<file path="src/rtl/rob_writeback_arbiter_if.sv">
// rob_writeback_arbiter_if: producer pushes (ALU1/ALU2/LSB) and the common data bus.
interface rob_writeback_arbiter_if #(
    parameter int ROB_WIDTH = 4
);
    logic                 alu1_valid;
    logic [31:0]          alu1_value;
    logic [ROB_WIDTH-1:0] alu1_tag;
    logic                 alu1_ready;
    logic                 alu2_valid;
    logic [31:0]          alu2_value;
    logic [ROB_WIDTH-1:0] alu2_tag;
    logic                 alu2_ready;
    logic                 lsb_valid;
    logic [31:0]          lsb_value;
    logic [ROB_WIDTH-1:0] lsb_tag;
    logic                 lsb_ready;
    logic                 cdb_valid;
    logic [31:0]          cdb_value;
    logic [ROB_WIDTH-1:0] cdb_tag;
    logic [1:0]           cdb_src;
    modport master (
        output alu1_valid, alu1_value, alu1_tag, alu2_valid, alu2_value, alu2_tag,
               lsb_valid, lsb_value, lsb_tag,
        input  alu1_ready, alu2_ready, lsb_ready, cdb_valid, cdb_value, cdb_tag, cdb_src
    );
    modport slave (
        input  alu1_valid, alu1_value, alu1_tag, alu2_valid, alu2_value, alu2_tag,
               lsb_valid, lsb_value, lsb_tag,
        output alu1_ready, alu2_ready, lsb_ready, cdb_valid, cdb_value, cdb_tag, cdb_src
    );
endinterface

</file>
<file path="src/rtl/rob_writeback_arbiter.sv">
// rob_writeback_arbiter: per-producer FIFOs drained round-robin onto a registered CDB.
// Define WB_ARB_BYPASS_EN to send a push straight to the CDB when every FIFO is empty.
module rob_writeback_arbiter #(
    parameter int ROB_WIDTH   = 4,
    parameter int QUEUE_WIDTH = 1,
    parameter int QUEUE_SIZE  = 2 ** QUEUE_WIDTH
) (
    input logic                    clk_in,
    input logic                    rst_in,
    input logic                    rdy_in,
    input logic                    clear_signal,
    rob_writeback_arbiter_if.slave bus
);
    localparam int EW = ROB_WIDTH + 32;
    typedef logic [QUEUE_WIDTH:0]   cnt_t;
    typedef logic [QUEUE_WIDTH-1:0] ptr_t;

    logic [2:0]    in_valid, ready, req, cand, push_acc, do_push, do_pop;
    logic [EW-1:0] in_ent [3];
    logic [EW-1:0] mem_q [3][QUEUE_SIZE];
    ptr_t          front_q [3], front_d [3], rear_q [3], rear_d [3];
    cnt_t          count_q [3], count_d [3];
    logic [1:0]    rr_q, rr_d, win, idx, cdb_src_q, cdb_src_d;
    logic          active, found, byp, cdb_valid_q, cdb_valid_d;
    logic [EW-1:0] win_ent, cdb_ent_q, cdb_ent_d;

    assign active    = rdy_in & ~clear_signal;
    assign in_valid  = {bus.lsb_valid, bus.alu2_valid, bus.alu1_valid};
    assign in_ent[0] = {bus.alu1_tag, bus.alu1_value};
    assign in_ent[1] = {bus.alu2_tag, bus.alu2_value};
    assign in_ent[2] = {bus.lsb_tag, bus.lsb_value};
    assign {bus.lsb_ready, bus.alu2_ready, bus.alu1_ready} = ready;
    assign bus.cdb_valid = cdb_valid_q;
    assign {bus.cdb_tag, bus.cdb_value} = cdb_ent_q;
    assign bus.cdb_src = cdb_src_q;

    always_comb begin
        for (int i = 0; i < 3; i++) begin
            ready[i] = count_q[i] != cnt_t'(QUEUE_SIZE);
            req[i]   = count_q[i] != '0;
        end
        push_acc = in_valid & ready & {3{active}};
    end

`ifdef WB_ARB_BYPASS_EN
    assign byp = ~|req & |push_acc;
`else
    assign byp = 1'b0;
`endif

    // In bypass the same rr search picks among this cycle's pushes instead of FIFO fronts.
    always_comb begin
        cand  = byp ? push_acc : req;
        found = 1'b0;
        win   = '0;
        idx   = '0;
        for (int k = 0; k < 3; k++) begin
            idx = 2'((int'(rr_q) + k) % 3);
            if (!found && cand[idx]) begin
                found = 1'b1;
                win   = idx;
            end
        end
        win_ent = byp ? in_ent[win] : mem_q[win][front_q[win]];
        do_pop  = (found && !byp && active) ? (3'b001 << win) : 3'b000;
        do_push = push_acc & ~(byp ? (3'b001 << win) : 3'b000);
    end

    always_comb begin
        rr_d        = rr_q;
        cdb_valid_d = cdb_valid_q;
        cdb_ent_d   = cdb_ent_q;
        cdb_src_d   = cdb_src_q;
        for (int i = 0; i < 3; i++) begin
            front_d[i] = front_q[i];
            rear_d[i]  = rear_q[i];
            count_d[i] = count_q[i];
        end
        if (rdy_in && clear_signal) begin
            for (int i = 0; i < 3; i++) begin
                front_d[i] = '0;
                rear_d[i]  = '0;
                count_d[i] = '0;
            end
            rr_d        = '0;
            cdb_valid_d = 1'b0;
        end else if (rdy_in) begin
            for (int i = 0; i < 3; i++) begin
                front_d[i] = front_q[i] + ptr_t'(do_pop[i]);
                rear_d[i]  = rear_q[i] + ptr_t'(do_push[i]);
                count_d[i] = count_q[i] + cnt_t'(do_push[i]) - cnt_t'(do_pop[i]);
            end
            cdb_valid_d = found;
            if (found) begin
                cdb_ent_d = win_ent;
                cdb_src_d = win;
                rr_d      = (win == 2'd2) ? 2'd0 : win + 2'd1;
            end
        end
    end

    always_ff @(posedge clk_in or posedge rst_in) begin
        if (rst_in) begin
            for (int i = 0; i < 3; i++) begin
                front_q[i] <= '0;
                rear_q[i]  <= '0;
                count_q[i] <= '0;
            end
            rr_q        <= '0;
            cdb_valid_q <= 1'b0;
            cdb_ent_q   <= '0;
            cdb_src_q   <= '0;
        end else begin
            for (int i = 0; i < 3; i++) begin
                front_q[i] <= front_d[i];
                rear_q[i]  <= rear_d[i];
                count_q[i] <= count_d[i];
            end
            rr_q        <= rr_d;
            cdb_valid_q <= cdb_valid_d;
            cdb_ent_q   <= cdb_ent_d;
            cdb_src_q   <= cdb_src_d;
        end
    end

    always_ff @(posedge clk_in) begin
        for (int i = 0; i < 3; i++)
            if (do_push[i]) mem_q[i][rear_q[i]] <= in_ent[i];
    end
endmodule

</file>
<file path="src/flat_wrapper.sv">
// flat-port wrapper written by rule: the top's interface ports become plain ports
module rob_writeback_arbiter_flat 
#(
    parameter int ROB_WIDTH   = 4,
    parameter int QUEUE_WIDTH = 1,
    parameter int QUEUE_SIZE  = 2 ** QUEUE_WIDTH
)
  (clk_in, rst_in, rdy_in, clear_signal, bus_alu1_valid, bus_alu1_value, bus_alu1_tag, bus_alu2_valid, bus_alu2_value, bus_alu2_tag, bus_lsb_valid, bus_lsb_value, bus_lsb_tag, bus_alu1_ready, bus_alu2_ready, bus_lsb_ready, bus_cdb_valid, bus_cdb_value, bus_cdb_tag, bus_cdb_src);
  rob_writeback_arbiter_if #(.ROB_WIDTH(ROB_WIDTH)) bus_i ();
  input logic clk_in;
  input logic rst_in;
  input logic rdy_in;
  input logic clear_signal;
  input wire logic [$bits(bus_i.alu1_valid)-1:0] bus_alu1_valid;
  input wire logic [$bits(bus_i.alu1_value)-1:0] bus_alu1_value;
  input wire logic [$bits(bus_i.alu1_tag)-1:0] bus_alu1_tag;
  input wire logic [$bits(bus_i.alu2_valid)-1:0] bus_alu2_valid;
  input wire logic [$bits(bus_i.alu2_value)-1:0] bus_alu2_value;
  input wire logic [$bits(bus_i.alu2_tag)-1:0] bus_alu2_tag;
  input wire logic [$bits(bus_i.lsb_valid)-1:0] bus_lsb_valid;
  input wire logic [$bits(bus_i.lsb_value)-1:0] bus_lsb_value;
  input wire logic [$bits(bus_i.lsb_tag)-1:0] bus_lsb_tag;
  output wire logic [$bits(bus_i.alu1_ready)-1:0] bus_alu1_ready;
  output wire logic [$bits(bus_i.alu2_ready)-1:0] bus_alu2_ready;
  output wire logic [$bits(bus_i.lsb_ready)-1:0] bus_lsb_ready;
  output wire logic [$bits(bus_i.cdb_valid)-1:0] bus_cdb_valid;
  output wire logic [$bits(bus_i.cdb_value)-1:0] bus_cdb_value;
  output wire logic [$bits(bus_i.cdb_tag)-1:0] bus_cdb_tag;
  output wire logic [$bits(bus_i.cdb_src)-1:0] bus_cdb_src;
  assign bus_i.alu1_valid = bus_alu1_valid;
  assign bus_i.alu1_value = bus_alu1_value;
  assign bus_i.alu1_tag = bus_alu1_tag;
  assign bus_i.alu2_valid = bus_alu2_valid;
  assign bus_i.alu2_value = bus_alu2_value;
  assign bus_i.alu2_tag = bus_alu2_tag;
  assign bus_i.lsb_valid = bus_lsb_valid;
  assign bus_i.lsb_value = bus_lsb_value;
  assign bus_i.lsb_tag = bus_lsb_tag;
  assign bus_alu1_ready = bus_i.alu1_ready;
  assign bus_alu2_ready = bus_i.alu2_ready;
  assign bus_lsb_ready = bus_i.lsb_ready;
  assign bus_cdb_valid = bus_i.cdb_valid;
  assign bus_cdb_value = bus_i.cdb_value;
  assign bus_cdb_tag = bus_i.cdb_tag;
  assign bus_cdb_src = bus_i.cdb_src;
  rob_writeback_arbiter #(.ROB_WIDTH(ROB_WIDTH), .QUEUE_WIDTH(QUEUE_WIDTH), .QUEUE_SIZE(QUEUE_SIZE)) u_core (.clk_in(clk_in), .rst_in(rst_in), .rdy_in(rdy_in), .clear_signal(clear_signal), .bus(bus_i));
endmodule
</file>
<file path="config.mk">
export PLATFORM = sky130hd
export DESIGN_NAME = rob_writeback_arbiter_flat
export DESIGN_NICKNAME = d
export VERILOG_FILES = /design/src/rtl/rob_writeback_arbiter_if.sv /design/src/rtl/rob_writeback_arbiter.sv /design/src/flat_wrapper.sv
export SDC_FILE = /design/constraint.sdc
export NUM_CORES = 1
export LEC_CHECK = 0
export CAP_MARGIN = 20
export CORE_ASPECT_RATIO = 1.75
export CORE_MARGIN = 5
export CORE_UTILIZATION = 35
export CTS_CLUSTER_DIAMETER = 150
export CTS_CLUSTER_SIZE = 24
export DETAILED_ROUTE_END_ITERATION = 10
export SYNTH_ARGS = -nofsm -noshare
export SYNTH_HDL_FRONTEND = slang
export SYNTH_SLANG_ARGS = --single-unit
</file>
<file path="constraint.sdc">
create_clock -name clk_in -period 3.2 [get_ports clk_in]
set_input_delay 0.48 -clock clk_in [delete_from_list [all_inputs] [get_ports clk_in]]
set_output_delay 0.48 -clock clk_in [all_outputs]
set_load 0.05 [all_outputs]
</file>
Yosys cells after proc, flatten, opt, wreduce, memory -nomap -nowiden
Memories as Yosys holds them, arrays and structs flattened.
Index checks and enable logic that the tools add are counted.

storage, ports and cells
  register bits after elaboration = 53
  bits in writable memories = 216
  logic and storage cells = 117
  memories kept = 1

cells by class
  $add $sub $neg = 15
  div/mod/pow operators = 3
  order comparisons = 11
  equality and inequality tests = 4
  shift operators = 1
  multiplexer cells = 43
  bitwise logic cells = 10
  reduce and logical (&&, ||, !) cells = 16

memory list
  memory        depth  bits a word  read ports  clocked after Yosys merged registers in  write ports  line                         RTL
  u_core.mem_q  3      72           1           0                                        3            rob_writeback_arbiter.sv:20  logic [EW-1:0] mem_q [3][QUEUE_SIZE];

operator list
  cell                                                                          count
  36-bit 2-to-1 mux                                                             6
  72-bit 2-to-1 mux                                                             3
  36-bit demux with 1-bit select                                                3
  32-bit by 3-bit modulo with 32-bit output, second input constant              2
  3-bit by 3-bit modulo with 32-bit output, second input constant               1
  3-bit 2-to-1 mux                                                              5
  2-bit 2-to-1 mux                                                              7
  1-bit 2-to-1 mux                                                              13
  6-bit 2-to-1 mux                                                              2
  2-bit nonzero test                                                            5
  2-bit by 3-bit less-than comparator with 1-bit output, second input constant  3
  1-bit binary-select mux with 2-bit select                                     4
  2-bit greater-or-equal comparator, second input constant                      4
  1-bit inverter with 2-bit output                                              4
  1-bit logical AND                                                             7
  1-bit adder                                                                   6
  2-bit by 1-bit adder with 2-bit output                                        3
  3-bit bitwise AND                                                             2
  2-bit by 1-bit less-than comparator with 1-bit output, second input constant  3
  2-bit != test, second input constant                                          3
  2-bit by 1-bit subtractor with 2-bit output                                   3
  2-bit by 1-bit adder with 3-bit output, second input constant                 1
  2-bit by 2-bit adder with 3-bit output, second input constant                 1
  3-bit greater-or-equal comparator, second input constant                      1
  9 further kinds                                                               11

Depth between registers and ports, before layout
Gate-level depths: netlist of run 1.

  depth after elaboration = 18
  mapped depth = 17
  mapped depth without buffers = 14

Least setup slack after synthesis of run 1
No wires, ideal clock.

  path type = flip-flop to flip-flop
  start = register u_core.rr_q[0]
  end = register u_core.count_q[1] (netlist bit)
  library setup time = 0.127 ns
  data arrival time = 3.015 ns
  required time = 3.073 ns
  path slack = 0.057 ns
  stages on the path, launching flop included = 17
  path buffers = 2
  period minus slack after synthesis = 3.143 ns
  cell sequence = dfrtp_1 inv_1 ha_1 nand2b_1 a21oi_2 or4b_1 a21oi_4 buf_4 buf_6 and2_2 ha_1 inv_1 ha_1 xor2_1 o21ai_0 nand2_1 o21ai_0

on the way
  longest elaborated chain between the ends = 15
  elaborated cells between the ends (all ways) = 27
  those cells by class = 3 x add/sub; 3 x div; 1 x shift; 15 x mux; 5 x reduce/logical

RTL lines
  element                                                                                             line                          RTL
  start: declaration                                                                                  rob_writeback_arbiter.sv:23   logic [1:0] rr_q, rr_d, win, idx, cdb_src_q, cdb_src_d;
  start signal: assignment                                                                            rob_writeback_arbiter.sv:119  rr_q <= rr_d;
  parallel branches: the longest is 11 deep, another holds 32-bit by 3-bit modulo with 32-bit output  --
  3-bit 2-to-1 mux (*)                                                                                rob_writeback_arbiter.sv:65   do_pop = (found && !byp && active) ? (3'b001 << win) : 3'b000;
  2-bit by 1-bit subtractor with 2-bit output (*)                                                     rob_writeback_arbiter.sv:91   count_d[i] = count_q[i] + cnt_t'(do_push[i]) - cnt_t'(do_pop[i]);
  6-bit 2-to-1 mux (*)                                                                                rob_writeback_arbiter.sv:87   end else if (rdy_in) begin
  6-bit 2-to-1 mux (*)                                                                                rob_writeback_arbiter.sv:79   if (rdy_in && clear_signal) begin
  end signal: indexed assignment                                                                      rob_writeback_arbiter.sv:117  count_q[i] <= count_d[i];
  end: declaration                                                                                    rob_writeback_arbiter.sv:22   cnt_t count_q [3], count_d [3];

Mark *: on every way between the ends. The select of a mux whose other input is x is not followed.
A chain may end at the register's enable or synchronous reset.

Worst setup path after layout of run 1
  start = register u_core.rr_q[0]
  end = register u_core.count_q[5] (netlist bit)

The elaborated chain is that of the path after synthesis.

==> reports/metrics.yaml, run 1 <==
sta:
  post-route-period-util_pct: 98.1
  drv_slew: 0
  finalSetupViolCount: 0
  fin_skew_ns: 0.0300
  finalHoldViolations: 0
  whs_ns: 0.360
  timing.slew.headroom_pct: 58.5
  fmax_mhz: 319
  tightestPinTransition_ns: 0.621
  rsz0062_at_grt: "true"
  finalCriticalPeriod_ns: 3.14
synth:
  synth_xor_area_share_pct: 0.504
  yosys_warnings: 0
  async_flop_share_pct: 19.7
  yosys-top-cells-count: "edfxtp_1 (216), dfrtp_1 (53), nor2_1 (42)"
  synth.top_cell.area_share_pct: 62.2
  synth_top_family_by_area: "compound AO/OA/AOI/OAI gates"
  syn_area_um2: 10400
  synth-main-ff-cell: "edfxtp_1"
  synthSimpleGateAreaFrac_pct: 4.20
  yosysMostFrequentCell: "edfxtp_1"
  synth_seq_cells: 269
  synthMuxAreaShare_pct: 0
  synth_compound_area_share_pct: 15.6
  yosys.area.top_type: "edfxtp_1"
  synth-seq-area-share_pct: 74.9
  synth-adder-area-share_pct: 1.80
  synth-edff-count: 216
  synth_cells: 654
  synthTopCellsByArea: "edfxtp_1 (62%), dfrtp_1 (13%), a222oi_1 (3.5%)"
  synth.distinct_cells: 48
  avgSynthCellArea_um2: 15.9
  syn-num-nets: 784
drt:
  ant_nets: 0
  drt_iter0_drc: 508
  dr.pass1.iters: 6
  wl_per_cell_um: 22.8
  vias: 6470
  vias_per_cell: 5.28
  finalWirelength_mm: 28.0
  route.detailed.drc: 0
global_route:
  grt_pass1_wl_mm: 41.3
  grt_pass1_vias: 6856
  antenna_found_initial: 4
  globalRouteTotalUtil_pct: 16.2
  grt_max_degree: 58
  globalRouteOverflowTotal: 0
die:
  start_util_pct: 35.5
  core_um2: 29400
  die_area_um2: 33500
  row_count: 83
  ios: 157
  die_y_um: 238
  die_w_um: 140
worst_setup_path:
  r2r_slack_ns: 0.06
  crit_arrival_ns: 3.51
  crit_path_end_kind: "register"
  rr_worst_depth: 15
  crit_start: "u_core.rr_q[0]$_DFFE_PP0P_"
  reg2reg_from: "u_core.rr_q[0]$_DFFE_PP0P_"
  cp.required_ns: 3.57
  r2r-end: "u_core.count_q[5]$_DFFE_PP0P_"
  critPathLaunchType: "register"
  cp_max_fo: 6
  critical_path_class: "reg2reg"
  critical_path.endpoint: "u_core.count_q[5]$_DFFE_PP0P_"
clock_network:
  max-clock-path-buffers: 3
  clk_latency_ns: 0.49
  clkTransAtPathRegs_ns: 0.11
  numCtsBuffers: 15
  tritoncts: "done"
  cts.sinks: 269
  htree_num_levels: 1
  root_buffer: "clkbuf_16"
power_and_ir_drop:
  power.leakage_nw: 4.73
  powerDensity_nw_per_um2: 793
  power_mw: 10.5
  peakVddDrop_v: 0.000462
place:
  placed_cells: 1196
  port_buffers: 156
  dpl.hpwl_mm: 18.7
  place_congestion: 0.849
  dpl_cell_area_um2: 12800
layout:
  fin_cells: 1225
  multi_input_area_um2: 2400
  regArea_um2: 7810
  fin_nets: 963
  drive_above_1_share_pct: 11.3
  final_area_um2: 13300
  syn_to_final_growth_pct: 27.3
  fillers: 2609
outcome:
  status: "finished, final reports clean"
flow_run:
  max_cap_viol_count: 0
hold_path:
  worstHoldPathType: "in2async"
-- sequential cells by signal (all words and copies together) (netlist names) --
register              count
u_core.mem_q            216
u_core.cdb_ent_q         36
u_core.rr_q               2
u_core.bus.cdb_src        2
u_core.rear_q             3
u_core.front_q            3
u_core.bus.cdb_valid      1
u_core.count_q            6
-- final cells by class --
cell class | instances | share of cell area [%]
well taps | 382 | 3.60
flip-flops and latches | 269 | 58.9
repair buffers | 204 | 15.7
clock buffers | 23 | 3.05
diodes | 3 | 0.0566
inverters | 17 | 0.481
multi-input cells | 326 | 18.1
clock inverters | 1 | 0.151
-- power breakdown --
part / internal, mW / switching (mW) / total, mW
Clock: 0.900 / 1.10 / 2.00
Combinational: 1.64 / 2.50 / 4.13
Sequential: 4.15 / 0.238 / 4.39
-- logic make-up (layout without fill, tap and decap cells) --
group / after synthesis / count (layout)
AOI/OAI and AO/OA: 217 / 217
and+or+nand+nor: 88 / 88
DFF: 269 / 269
adders and majority gates: 15 / 15
xor gates and xnor gates: 6 / 6
other: 0 / 3
buffers and inverters: 59 / 245
-- worst min-delay path by stage --
stage / end / slack, ns
global placement: u_core.bus.cdb_src[1]$_DFFE_PP0P_ / 0.47
global route: u_core.cdb_ent_q[33]$_DFFE_PP0P_ / 0.38
detailed placement: u_core.bus.cdb_src[1]$_DFFE_PP0P_ / 0.48
CTS: u_core.cdb_ent_q[33]$_DFFE_PP0P_ / 0.36
finish: u_core.cdb_ent_q[33]$_DFFE_PP0P_ / 0.36
floorplan: u_core.rr_q[0]$_DFFE_PP0P_ / 0.48
-- cell usage in the layout, fill, tap and decap left out, types with 15 or more instances in the layout --
cell / Yosys / final
a21boi_1: 34 / 34
a21oi_1: 41 / 40
a222oi_1: 36 / 36
a22o_1: 36 / 36
a31oi_1: 36 / 36
buf_4: 1 / 35
clkbuf_16: 0 / 15
clkdlybuf4s50_1: 0 / 156
dfrtp_1: 53 / 53
edfxtp_1: 216 / 216
nor2_1: 42 / 42
-- metal layers --
layer	track usage, %	up-vias	share of wire, %
li1	-	2949	-
met1	17.0	3276	34
met2	31.7	193	57
met3	2.55	50	5.5
met4	6.29	2	3.6
met5	0	-	0.025
-- metrics by stage --
step	setup TNS [ns]	util, %	setup slack, ns
after detailed placement	-0.0273	43.4	-0.0273
final	0	45.2	0.0604
after global routing	-0.138	45.1	-0.0623
after global placement	-0.0349	43.4	-0.0349
after floorplan	0	-	0.0575
after CTS	0	44.9	0.00751
-- worst max-delay path, cell delays in order, from the launching register on --
cell and delay [ns]:
dfrtp_1 0.45, inv_2 0.09, ha_4 0.29, or2_4 0.13
o22ai_4 0.08, or4b_4 0.59, a21oi_4 0.25, buf_4 0.15
nor3_2 0.05, ha_1 0.27, inv_1 0.04, ha_1 0.18
xor2_1 0.21, o21ai_1 0.09, nand2_1 0.07, o21ai_0 0.08
-- repair_timing --
item | in CTS | in global routing
hold buffers | 0 | 0
cloned | 0 | 0
setup buffers | 0 | 2
setup endpoints to repair | 12 | 34
gates resized for setup | 2 | 11
pin swaps | 1 | 5
No activity file was read; power rests on OpenSTA's default activity.
==> inputs of run 2 (changes only) <==
Settings changed: CTS_CLUSTER_DIAMETER 150 to 40, REMOVE_ABC_BUFFERS set to 1, SETUP_SLACK_MARGIN set to 0.4.
==> run 2 against run 1 <==
Against the previous run:
- total power grew 13%
- non-clock buffer count grew 11
- setup slack gained 0.23 ns
- critical path type unchanged
- largest power group is now combinational logic
==> reports/metrics.yaml, run 2 (same netlist as run 1, synthesis figures left out) <==
sta:
  finalHoldViolations: 0
  finalSetupViolCount: 0
  timing.slew.headroom_pct: 57.6
  drv_slew: 0
  fmax_mhz: 344
  final.setup.tns_ns: 0
  finalCriticalPeriod_ns: 2.91
  rsz0062_at_grt: "true"
  whs_ns: 0.282
  post-route-period-util_pct: 90.9
  fin_skew_ns: 0.0171
  tightestPinTransition_ns: 0.636
clock_network:
  clkTransAtPathRegs_ns: 0.07
  cts.sinks: 269
  root_buffer: "clkbuf_16"
  max-clock-path-buffers: 3
  clk_latency_ns: 0.53
  htree_num_levels: 1
  cts_hold_buf: 0
  numCtsBuffers: 24
  tritoncts: "done"
power_and_ir_drop:
  power.leakage_nw: 5.06
  power.internal_mw: 7.52
  seq_power_share_pct: 37.3
  powerDensity_nw_per_um2: 843
  switchingPower_mw: 4.34
  peakVddDrop_v: 0.000718
  netSwitchingFraction_pct: 36.6
  power_mw: 11.9
  power_frac_clock_pct: 25.2
  p_comb_share_pct: 37.5
drt:
  route.detailed.drc: 0
  vias_per_cell: 5.27
  wl_per_cell_um: 23.8
  finalWirelength_mm: 30.0
  dr.pass1.iters: 7
  vias: 6630
  drt_iter0_drc: 540
  ant_nets: 0
flow_run:
  max_cap_viol_count: 0
layout:
  final_cell_mix: "edfxtp_1 (216), clkdlybuf4s50_1 (156), dfrtp_1 (53), nor2_1 (42), a21oi_1 (40)"
  fin_cells: 1258
  drive_above_1_share_pct: 17.2
  syn_to_final_growth_pct: 35.0
  layout_commonest_cell: "edfxtp_1"
  fillers: 2495
  fin_nets: 983
  largest_reg_flops: 216
worst_setup_path:
  slowest_delay_ns: 0.57
  rr_worst_depth: 14
  r2r-end: "u_core.cdb_ent_q[12]$_DFFE_PP0P_"
  cp.required_ns: 3.61
  critPathLaunchType: "register"
  cp.depth: 14
  path_delay_family: "simple AND/OR/NAND/NOR gates"
  r2r_slack_ns: 0.29
  worstPathCellList: "inv_1, ha_4, or2_4, o22ai_4, or4b_4, a21oi_4, buf_4, buf_6, o41ai_4, buf_6, nor2_4, buf_6, clkbuf_16, a21boi_1"
  cp_num_buf_inv: 6
  slowest_stage: "or4b_4"
  crit_path_end_kind: "register"
  crit_arrival_ns: 3.32
  critical_path.endpoint: "u_core.cdb_ent_q[12]$_DFFE_PP0P_"
  crit_start: "u_core.rr_q[0]$_DFFE_PP0P_"
  cp_max_fo: 8
  reg2reg_from: "u_core.rr_q[0]$_DFFE_PP0P_"
  critical_path_class: "reg2reg"
  cpMostUsedCell: "buf_6"
die:
  die_w_um: 140
  die_y_um: 238
  ios: 157
  die_area_um2: 33500
  row_count: 83
  start_util_pct: 35.5
  core_um2: 29400
place:
  placed_cells: 1181
  place_congestion: 0.845
  dpl.hpwl_mm: 17.8
  port_buffers: 156
global_route:
  antenna_found_initial: 5
  grt_pass1_wl_mm: 41.1
  grt_pass1_vias: 6991
  globalRouteOverflowTotal: 0
  grt_max_degree: 73
  globalRouteTotalUtil_pct: 16.2
outcome:
  status: "finished, final reports clean"
hold_path:
  worstHoldPathType: "in2async"
-- run 2: how the worst min path moves through the flow --
stage / cells after the start / to / startpoint
after floorplan: 1 / u_core.rr_q[0]$_DFFE_PP0P_ / u_core.rr_q[0]$_DFFE_PP0P_
after global placement: 2 / u_core.bus.cdb_src[0]$_DFFE_PP0P_ / u_core.bus.cdb_src[0]$_DFFE_PP0P_
after detailed placement: 1 / u_core.bus.cdb_src[1]$_DFFE_PP0P_ / u_core.bus.cdb_src[1]$_DFFE_PP0P_
after CTS: 2 / u_core.cdb_ent_q[3]$_DFFE_PP0P_ / rst_in
after global routing: 2 / u_core.cdb_ent_q[3]$_DFFE_PP0P_ / rst_in
final: 2 / u_core.bus.cdb_src[1]$_DFFE_PP0P_ / rst_in
-- run 2: power groups by stage --
stage	clock, mW	sequential (mW)	combinational [mW]
final	2.99	4.42	4.45
after floorplan	0	5.23	1.71
after global placement	0	4.50	3.86
after global routing	3.19	4.47	4.73
after CTS	3.06	4.43	4.09
after detailed placement	0	4.50	3.93
-- run 2: cell type report --
| cell class | count | area, um^2 | area share [%] |
|---|---|---|---|
| antenna | 5 | 12.5 | 0.0889 |
| sequential | 269 | 7810 | 55.5 |
| tap | 382 | 478 | 3.40 |
| inverter | 17 | 66.3 | 0.471 |
| timing repair buffer | 215 | 2310 | 16.4 |
| multi-input combinational | 326 | 2540 | 18.1 |
| clock buffer | 27 | 643 | 4.57 |
| clock inverter | 17 | 203 | 1.44 |
-- run 2: what timing repair did --
| item | in CTS | in global routing |
|---|---|---|
| gates resized for setup | 30 | 37 |
| gates cloned | 0 | 10 |
| hold endpoints to repair | 0 | 0 |
| setup buffers | 6 | 12 |
| endpoints found under the setup margin | 42 | 42 |
| pin swaps | 14 | 13 |
-- run 2: per-stage QoR --
stage | setup WS, ns | util, % | cell area [um^2]
after floorplan | -2.23 | - | 10200
after detailed placement | 0.0106 | 42.9 | 12600
final | 0.293 | 47.9 | 14100
after CTS | 0.330 | 46.4 | 13600
after global placement | 0.143 | 42.9 | 12600
after global routing | 0.197 | 47.9 | 14100
-- run 2: per-layer routing --
metal | vias to the layer above | share of wire (%) | track usage [%]
met2 | 223 | 56 | 31.3
met3 | 55 | 4.7 | 2.01
met5 | - | 0 | 0
met4 | 0 | 4.5 | 7.90
met1 | 3330 | 35 | 17.1
li1 | 3022 | - | -
==> inputs of run 3 (changes only) <==
Settings changed: HOLD_SLACK_MARGIN set to 0.05.
==> results of run 3 <==
No change in the layout: final DEF, timing and power equal those of run 2.
